$ cat config.mk
export PLATFORM = sky130hd
export DESIGN_NAME = exec_datapath
export DESIGN_NICKNAME = d
export VERILOG_FILES = /design/src/rtl/exec_datapath_pkg.sv /design/src/rtl/exec_datapath_grf1w2r.sv /design/src/rtl/exec_datapath.sv
export SDC_FILE = /design/constraint.sdc
export NUM_CORES = 2
export LEC_CHECK = 0
export BUFFER_PORTS_ARGS = -buffer_cell sky130_fd_sc_hd__buf_2
export CORE_UTILIZATION = 65
export DETAILED_ROUTE_END_ITERATION = 8
export HOLD_SLACK_MARGIN = 0.03
export PLACE_DENSITY_LB_ADDON = 0.08
export SYNTH_ARGS = -nofsm -noshare
export SYNTH_HDL_FRONTEND = slang
export SYNTH_HIERARCHICAL = 1
export SYNTH_SLANG_ARGS = --single-unit
$ cat constraint.sdc
create_clock -name i_clk -period 29 [get_ports i_clk]
set_input_delay 5.8 -clock i_clk [delete_from_list [all_inputs] [get_ports i_clk]]
set_output_delay 5.8 -clock i_clk [all_outputs]
set_load 0.01 [all_outputs]
$ cat src/rtl/exec_datapath_pkg.sv
// ============================================================================
// Module      : exec_datapath_pkg
// Description : Shared constants for the execution datapath. This package
//               defines the expanded 6-bit opcodes, the PSR bit indices and
//               the register ids. It also provides the ALU result struct and
//               a byte-merge helper.
// Revision    : 1.0 - initial release
// ============================================================================
`default_nettype none

package exec_datapath_pkg;

  // Expanded opcodes
  localparam logic [5:0] OP_LD_B   = 6'h00;
  localparam logic [5:0] OP_LD_H   = 6'h02;
  localparam logic [5:0] OP_LD_W   = 6'h04;
  localparam logic [5:0] OP_STO_B  = 6'h08;
  localparam logic [5:0] OP_STO_H  = 6'h0A;
  localparam logic [5:0] OP_STO_W  = 6'h0C;
  localparam logic [5:0] OP_JRCC   = 6'h10;
  localparam logic [5:0] OP_JRSRCC = 6'h12;
  localparam logic [5:0] OP_JMP    = 6'h14;
  localparam logic [5:0] OP_JSR    = 6'h16;
  localparam logic [5:0] OP_LMOVT  = 6'h18;
  localparam logic [5:0] OP_LMOV   = 6'h1C;
  localparam logic [5:0] OP_MOV    = 6'h20;
  localparam logic [5:0] OP_AND    = 6'h22;
  localparam logic [5:0] OP_OR     = 6'h24;
  localparam logic [5:0] OP_XOR    = 6'h26;
  localparam logic [5:0] OP_ADD    = 6'h28;
  localparam logic [5:0] OP_ADC    = 6'h2A;
  localparam logic [5:0] OP_SUB    = 6'h2C;
  localparam logic [5:0] OP_SBC    = 6'h2E;
  localparam logic [5:0] OP_ASR    = 6'h30;
  localparam logic [5:0] OP_LSR    = 6'h32;
  localparam logic [5:0] OP_ASL    = 6'h34;
  localparam logic [5:0] OP_ROR    = 6'h36;
  localparam logic [5:0] OP_MUL    = 6'h38;
  localparam logic [5:0] OP_NOT    = 6'h3A;
  localparam logic [5:0] OP_RSV0   = 6'h3C;
  localparam logic [5:0] OP_RSV1   = 6'h3E;

  // PSR bit indices
  localparam int PSR_C = 0;
  localparam int PSR_V = 1;
  localparam int PSR_S = 2;
  localparam int PSR_Z = 3;

  // Register ids
  localparam logic [3:0] RPC = 4'd15;

  localparam int DATA_W   = 32;
  localparam int NUM_REGS = 16;

  typedef struct packed {
    logic [DATA_W-1:0] dout;
    logic              cout;
    logic              vout;
  } alu_res_t;

  // Replace the bytes of old_val whose enable bit is set with bytes of new_val
  function automatic logic [DATA_W-1:0] byte_merge(
    input logic [DATA_W-1:0] old_val,
    input logic [DATA_W-1:0] new_val,
    input logic [3:0]        be
  );
    logic [DATA_W-1:0] res;
    res = old_val;
    for (int n = 0; n < 4; n++) begin
      if (be[n]) res[8*n +: 8] = new_val[8*n +: 8];
    end
    return res;
  endfunction

endpackage

`default_nettype wire

$ cat src/rtl/exec_datapath_grf1w2r.sv
// ============================================================================
// Module      : exec_datapath_grf1w2r
// Description : General register file with 16 x 32-bit registers. It has one
//               byte-enabled synchronous write port and two asynchronous read
//               ports. An asynchronous active-low reset clears it.
//               Option macro: GRF_BYPASS_EN forwards the byte-merged write
//               data to a read of the register being written.
// Revision    : 1.0 - initial release
// ============================================================================
`default_nettype none

module exec_datapath_grf1w2r
  import exec_datapath_pkg::*;
(
  input  logic              i_clk,
  input  logic              i_rstb,
  input  logic              i_clk_en,
  input  logic              i_cs_b,
  input  logic [3:0]        i_waddr,
  input  logic [3:0]        i_wen,
  input  logic [DATA_W-1:0] i_din,
  input  logic [3:0]        i_raddr_0,
  input  logic [3:0]        i_raddr_1,
  output logic [DATA_W-1:0] o_dout_0,
  output logic [DATA_W-1:0] o_dout_1
);

  logic [NUM_REGS-1:0][DATA_W-1:0] mem_q;
  logic [NUM_REGS-1:0][DATA_W-1:0] mem_d;
  logic                            we;

  // A write needs both the global clock enable and the active-low chip select
  assign we = i_clk_en & ~i_cs_b;

  // Next-state: byte-merge the write data into the addressed register only
  always_comb begin
    mem_d = mem_q;
    if (we) begin
      mem_d[i_waddr] = byte_merge(mem_q[i_waddr], i_din, i_wen);
    end
  end

  // Register array state, cleared asynchronously
  always_ff @(posedge i_clk or negedge i_rstb) begin
    if (!i_rstb) begin
      mem_q <= '0;
    end else begin
      mem_q <= mem_d;
    end
  end

`ifdef GRF_BYPASS_EN
  // mem_d already holds the merged value of a register written this cycle
  assign o_dout_0 = mem_d[i_raddr_0];
  assign o_dout_1 = mem_d[i_raddr_1];
`else
  // Reads return stored contents; the pipeline resolves RAW hazards by stalling
  assign o_dout_0 = mem_q[i_raddr_0];
  assign o_dout_1 = mem_q[i_raddr_1];
`endif

endmodule

`default_nettype wire

$ cat src/rtl/exec_datapath.sv
// ============================================================================
// Module      : exec_datapath
// Description : Execution datapath. This is the register file plus the
//               combinational ALU, barrel shifter and 32x32 multiplier.
//               o_mcp flags the 2-cycle multiply path.
//               Option macro: GRF_BYPASS_EN (register-file write bypass).
// Revision    : 1.0 - initial release
// ============================================================================
`default_nettype none

module exec_datapath
  import exec_datapath_pkg::*;
(
  input  logic              i_clk,
  input  logic              i_rstb,
  input  logic              i_clk_en,
  input  logic              i_cs_b,
  input  logic [3:0]        i_waddr,
  input  logic [3:0]        i_wen,
  input  logic [DATA_W-1:0] i_din,
  input  logic [3:0]        i_raddr_0,
  input  logic [3:0]        i_raddr_1,
  output logic [DATA_W-1:0] o_dout_0,
  output logic [DATA_W-1:0] o_dout_1,
  input  logic [DATA_W-1:0] i_din_a,
  input  logic [DATA_W-1:0] i_din_b,
  input  logic              i_cin,
  input  logic              i_vin,
  input  logic [5:0]        i_opcode,
  output logic [DATA_W-1:0] o_alu_dout,
  output logic              o_cout,
  output logic              o_vout,
  output logic              o_mcp
);

  exec_datapath_grf1w2r u_grf1w2r (
    .i_clk     (i_clk),
    .i_rstb    (i_rstb),
    .i_clk_en  (i_clk_en),
    .i_cs_b    (i_cs_b),
    .i_waddr   (i_waddr),
    .i_wen     (i_wen),
    .i_din     (i_din),
    .i_raddr_0 (i_raddr_0),
    .i_raddr_1 (i_raddr_1),
    .o_dout_0  (o_dout_0),
    .o_dout_1  (o_dout_1)
  );

  // --------------------------------------------------------------------------
  // Adder/subtractor: subtraction is a + ~b + carry_in, with ARM carry semantics
  // --------------------------------------------------------------------------
  logic              add_sub;
  logic              add_cin;
  logic [DATA_W-1:0] add_b;
  logic [DATA_W:0]   add_sum;
  logic              add_ovf;

  assign add_sub = (i_opcode == OP_SUB) || (i_opcode == OP_SBC);
  assign add_b   = add_sub ? ~i_din_b : i_din_b;

  // Carry into the adder: 0 for ADD, 1 for SUB, PSR carry for ADC/SBC
  always_comb begin
    add_cin = 1'b0;
    case (i_opcode)
      OP_ADC:  add_cin = i_cin;
      OP_SUB:  add_cin = 1'b1;
      OP_SBC:  add_cin = i_cin;
      default: add_cin = 1'b0;
    endcase
  end

  assign add_sum = {1'b0, i_din_a} + {1'b0, add_b} + {{DATA_W{1'b0}}, add_cin};
  // Signed overflow: both operands share a sign that the result does not
  assign add_ovf = (i_din_a[DATA_W-1] == add_b[DATA_W-1]) &&
                   (add_sum[DATA_W-1] != i_din_a[DATA_W-1]);

  // --------------------------------------------------------------------------
  // Barrel shifter: each form keeps one extra bit that catches the last bit out
  // --------------------------------------------------------------------------
  logic [4:0]          sh_amt;
  logic [DATA_W:0]     lsr_ext;
  logic [DATA_W:0]     asr_ext;
  logic [DATA_W:0]     asl_ext;
  logic [2*DATA_W-1:0] ror_ext;

  assign sh_amt  = i_din_b[4:0];
  assign lsr_ext = {i_din_a, 1'b0} >> sh_amt;
  assign asr_ext = $signed({i_din_a, 1'b0}) >>> sh_amt;
  assign asl_ext = {1'b0, i_din_a} << sh_amt;
  assign ror_ext = {i_din_a, i_din_a} >> sh_amt;

  // 32x32 multiply keeps the low word only; it is timed as a 2-cycle path
  logic [DATA_W-1:0] mul_lo;
  assign mul_lo = i_din_a * i_din_b;

  // --------------------------------------------------------------------------
  // Result and flag select. Flags pass through unless the op defines them.
  // --------------------------------------------------------------------------
  alu_res_t res;

  // Select the result of the presented opcode
  always_comb begin
    res = '{dout: i_din_b, cout: i_cin, vout: i_vin};
    case (i_opcode)
      OP_LD_B, OP_LD_H, OP_LD_W, OP_STO_B, OP_STO_H, OP_STO_W,
      OP_JRCC, OP_JRSRCC, OP_JMP, OP_JSR, OP_MOV,
      OP_RSV0, OP_RSV1: res.dout = i_din_b;
      OP_LMOVT:         res.dout = {i_din_b[15:0], 16'h0000};
      OP_LMOV:          res.dout = {16'h0000, i_din_b[15:0]};
      OP_AND:           res.dout = i_din_a & i_din_b;
      OP_OR:            res.dout = i_din_a | i_din_b;
      OP_XOR:           res.dout = i_din_a ^ i_din_b;
      OP_NOT:           res.dout = ~i_din_b;
      OP_ADD, OP_ADC, OP_SUB, OP_SBC: begin
        res.dout = add_sum[DATA_W-1:0];
        res.cout = add_sum[DATA_W];
        res.vout = add_ovf;
      end
      OP_ASR: begin
        res.dout = asr_ext[DATA_W:1];
        if (sh_amt != 5'd0) res.cout = asr_ext[0];
      end
      OP_LSR: begin
        res.dout = lsr_ext[DATA_W:1];
        if (sh_amt != 5'd0) res.cout = lsr_ext[0];
      end
      OP_ASL: begin
        res.dout = asl_ext[DATA_W-1:0];
        if (sh_amt != 5'd0) res.cout = asl_ext[DATA_W];
      end
      OP_ROR: begin
        res.dout = ror_ext[DATA_W-1:0];
        // The last bit rotated out lands in the result MSB
        if (sh_amt != 5'd0) res.cout = ror_ext[DATA_W-1];
      end
      OP_MUL:           res.dout = mul_lo;
      default:          res.dout = i_din_b;
    endcase
  end

  assign o_alu_dout = res.dout;
  assign o_cout     = res.cout;
  assign o_vout     = res.vout;
  assign o_mcp      = (i_opcode == OP_MUL);

endmodule

`default_nettype wire

==> run summary <==
The worst-case headroom to the max-slew limit came out at between 10% and 20%. The area used by multi-input combinational logic came out at about 38000 um^2. A synthesized cell averages a little under 10 um^2. The initial antenna violation count came out at 14. Once the clock tree was built, the resizer swapped 0 gates to a different size. In this run the worst hold path is classified as reg2reg. Synthesis inferred just over 500 register bits.

The largest registers in the layout are u_grf1w2r/mem_q: 512 flops. For this design, the CTS-stage hold fixing added 0 buffers. The number of iterations in the first detailed-routing pass is 7.

The count of unique library cells instantiated by Yosys came out at 91. The final wirelength is 207.3 mm. STA classifies the critical path startpoint as a primary input. After detailed routing, the number of remaining DRC violations is 0.

The number of buffers and inverters on the critical path is 9. On the final layout, the worst clock skew is between 0.01 and 0.015 ns. The global-route usage over all layers is between 40% and 50%.

The average via count per standard cell came out at just over 7. The register ranked first by flip-flop count is u_grf1w2r/mem_q. The die covers around 86000 um^2. The final period utilization is 70.77%. The count of fill cells added during filler insertion came out at about 6500. The maximum number of pins on one net before global-route repair is between 100 and 150.

TritonCTS built the clock tree. Among cell families on the critical path, the largest total delay comes from adder cells. The total standard cell area after synthesis came out at 55100 um^2. The buffer levels on the longest clock path came out at 3. The routability-driven placement congestion ratio is around 1.1. The data required time of the worst path came out at around 23 ns. The maximum single-stage delay on the critical path is between 1 and 1.5 ns. The via count of the first global-routing pass came out at 47450. The tool flagged a number of max-cap violations equal to 0.

The number of CTS-inserted buffers is between 40 and 50. The cell at the root of the clock tree is sky130_fd_sc_hd__clkbuf_16. The cell type with the highest aggregate area in the netlist is sky130_fd_sc_hd__dfrtp_1. The critical path endpoint category is a primary output. The total count of max-transition violations in the final report is 0. The die is a little under 300 um tall. The violation count after the first detailed-route iteration came out at just under 7000. The count of clock tree sinks came out at around 510. The first-pass GRT wire length came out at 306.9 mm. For this run, the leading register cell type out of synthesis is sky130_fd_sc_hd__dfrtp_1. Of the cells placed in the final design, the portion with a size suffix greater than 1 is approximately 18%. The number of H-tree levels is 2. The post-synthesis cell count is between 5000 and 6000. The most prevalent standard cell on the critical path is sky130_fd_sc_hd__fa_1. The combined flip-flop and latch cell area is approximately 13000 um^2. Yosys attributes the largest share of cell area to sky130_fd_sc_hd__dfrtp_1 23%, sky130_fd_sc_hd__mux4_2 15%, sky130_fd_sc_hd__fa_1 15%. In this run the standard cell core region covers ~84000 um^2.

Sequential elements use between 20% and 30% of the synthesized area. The sum of overflow across all layers after global routing came out at 0. The run finished with clean final reports.

The share of the synthesized area in the top cell type is 23.25%. At the pin with the least slew margin, the transition time is 1.299 ns. The final-report setup violation count is 0.

The initial core utilization is about two thirds. The kind of critical path is in2out. Setup repair after global routing left no endpoint under its margin. In the final routed layout, each cell accounts on average for approximately 30 um. The post-synthesis net count came out at roughly 6500.

The number of placed I/O pins is 223. The final critical delay including setup and external delays came out at approximately 20 ns. The number of hold-slack violations in the final timing report is 0. The remaining antenna violation count came out at 0.

The number of flip-flops under the largest register name came out at between 500 and 600. The count of input and output buffers came out at 222. At the later pin of the worst-skew pair, clock insertion delay measures just under 0.6 ns.

The count of standard-cell rows is between 100 and 150. The Yosys warning count came out at 6. The buffer count from post-CTS setup fixing is 0. In the final design database the tool counted 6380 nets. Timing would allow up to around 0.049 GHz. STA puts the critical path data arrival time at between 10 and 15 ns. In this run, synthesis inferred 0 flip-flops with an integrated enable.

The HPWL after detailed placement is between 100 and 150 mm. The worst-path cell with the longest stage delay is sky130_fd_sc_hd__clkinv_1. From left edge to right edge, the die measures a little under 300 um. Of all nets on the critical path, the largest fanout is 19. The proportion of synthesized flip-flops having asynchronous set or reset came out at 100.0%. The area growth from synthesis to layout is 5.244%. The clock-pin slew of the registers on the worst-case setup and hold paths is about 0.06 ns.

The detailed-route via count is between 40000 and 50000. Summed over all failing endpoints, the final setup total negative slack is 0 ns.
metrics by stage:
stage               std cells  area [um^2]  util (%)  setup slack (ns)  hold slack (ns)
floorplan                5713        55100         -             9.626           0.4769
global placement         6711        56280     67.15             8.878           0.4931
detailed placement       6711        56280     67.15             8.848           0.5045
CTS                      6798        57960     69.15             8.788           0.5217
global route             6801        57970     69.16             8.261           0.5540
finish                   6808        57990     69.18             8.476           0.5243
tightest hold or removal path, stage by stage (launching register included):
cell                      delay (ns)
sky130_fd_sc_hd__dfrtp_1        0.37
sky130_fd_sc_hd__nand2_1        0.05
sky130_fd_sc_hd__o21ai_0        0.06
synthesized netlist by cell type (46+ instances only):
| cell | number |
|---|---|
| sky130_fd_sc_hd__a21o_1 | 58 |
| sky130_fd_sc_hd__nand2_1 | 652 |
| sky130_fd_sc_hd__nor2_1 | 766 |
| sky130_fd_sc_hd__clkbuf_1 | 236 |
| sky130_fd_sc_hd__a31oi_1 | 272 |
| sky130_fd_sc_hd__inv_1 | 429 |
| sky130_fd_sc_hd__fa_1 | 410 |
| sky130_fd_sc_hd__mux4_2 | 365 |
| sky130_fd_sc_hd__mux2_2 | 138 |
| sky130_fd_sc_hd__dfrtp_1 | 512 |
| sky130_fd_sc_hd__mux2i_1 | 183 |
| sky130_fd_sc_hd__nor2b_1 | 47 |
| sky130_fd_sc_hd__buf_2 | 96 |
| sky130_fd_sc_hd__o21ai_0 | 315 |
| sky130_fd_sc_hd__buf_1 | 58 |
| sky130_fd_sc_hd__a22oi_1 | 46 |
| sky130_fd_sc_hd__xnor2_1 | 107 |
| sky130_fd_sc_hd__ha_1 | 219 |
| sky130_fd_sc_hd__a21oi_1 | 169 |
final cells by class:
type	instances	share of cell area, %
Clock buffer	68	2.410
Antenna cell	10	0.04315
Multi-Input combinational cell	4280	66.13
Sequential cell	512	22.10
Clock inverter	19	0.4812
Tap cell	1134	2.447
Inverter	452	2.926
Timing Repair Buffer	333	3.465
per-layer routing:
| metal | vias to the layer above | share of wire [%] | global-route usage (%) | wire (um) |
|---|---|---|---|---|
| met1 | 23920 | 37 | 67.67 | 75900 |
| met4 | 12 | 5.8 | 22.18 | 12020 |
| met2 | 4150 | 40 | 65.98 | 83600 |
| met3 | 897 | 17 | 19.34 | 35730 |
| met5 | - | 0.033 | 0.3403 | 68 |
| li1 | 19940 | - | - | - |
kinds of logic after synthesis:
logic type               count (synthesis)  share of synthesized area [%]
multiplexers                           688                          21.11
adder cells (fa/ha/maj)                629                          19.87
AO/OA/AOI/OAI                         1181                          13.85
buffers and inverters                  921                          7.274
AND/OR/NAND/NOR                       1643                          12.44
flip-flops                             512                          23.25
XOR/XNOR                               139                          2.210
worst paths after layout:
path	endpoint	depth (start not counted)	slack [ns]	from
worst max register to register	u_grf1w2r/mem_q[146]	4	27.07	u_grf1w2r/mem_q[82]
worst min-delay path	u_grf1w2r/mem_q[258]	2	0.52	u_grf1w2r/mem_q[258]
min in group asynchronous	u_grf1w2r/mem_q[160]	1	5.24	i_rstb
worst max-delay path	o_alu_dout[25]	29	8.48	i_din_a[4]
worst min register to register	u_grf1w2r/mem_q[258]	2	0.52	u_grf1w2r/mem_q[258]
max in group asynchronous	u_grf1w2r/mem_q[82]	3	21.31	i_rstb
layout by cell type (no fill, tap or decap), types with 107 or more instances in the layout:
cell type                 netlist  final
sky130_fd_sc_hd__a21oi_1      169    169
sky130_fd_sc_hd__xnor2_1      107    107
sky130_fd_sc_hd__mux2i_1      183    183
sky130_fd_sc_hd__mux2_2       138    138
sky130_fd_sc_hd__buf_4         36    116
sky130_fd_sc_hd__mux4_2       365    365
sky130_fd_sc_hd__a31oi_1      272    272
sky130_fd_sc_hd__buf_2         96    211
sky130_fd_sc_hd__nand2_1      652    651
sky130_fd_sc_hd__dfrtp_1      512    512
sky130_fd_sc_hd__ha_1         219    219
sky130_fd_sc_hd__o21ai_0      315    315
sky130_fd_sc_hd__fa_1         410    410
sky130_fd_sc_hd__nor2_1       766    763
sky130_fd_sc_hd__inv_1        429    428
Power is left out: the tool's default activity adds up to more than one toggle a clock period on the data nets, which glitch-free logic cannot reach.
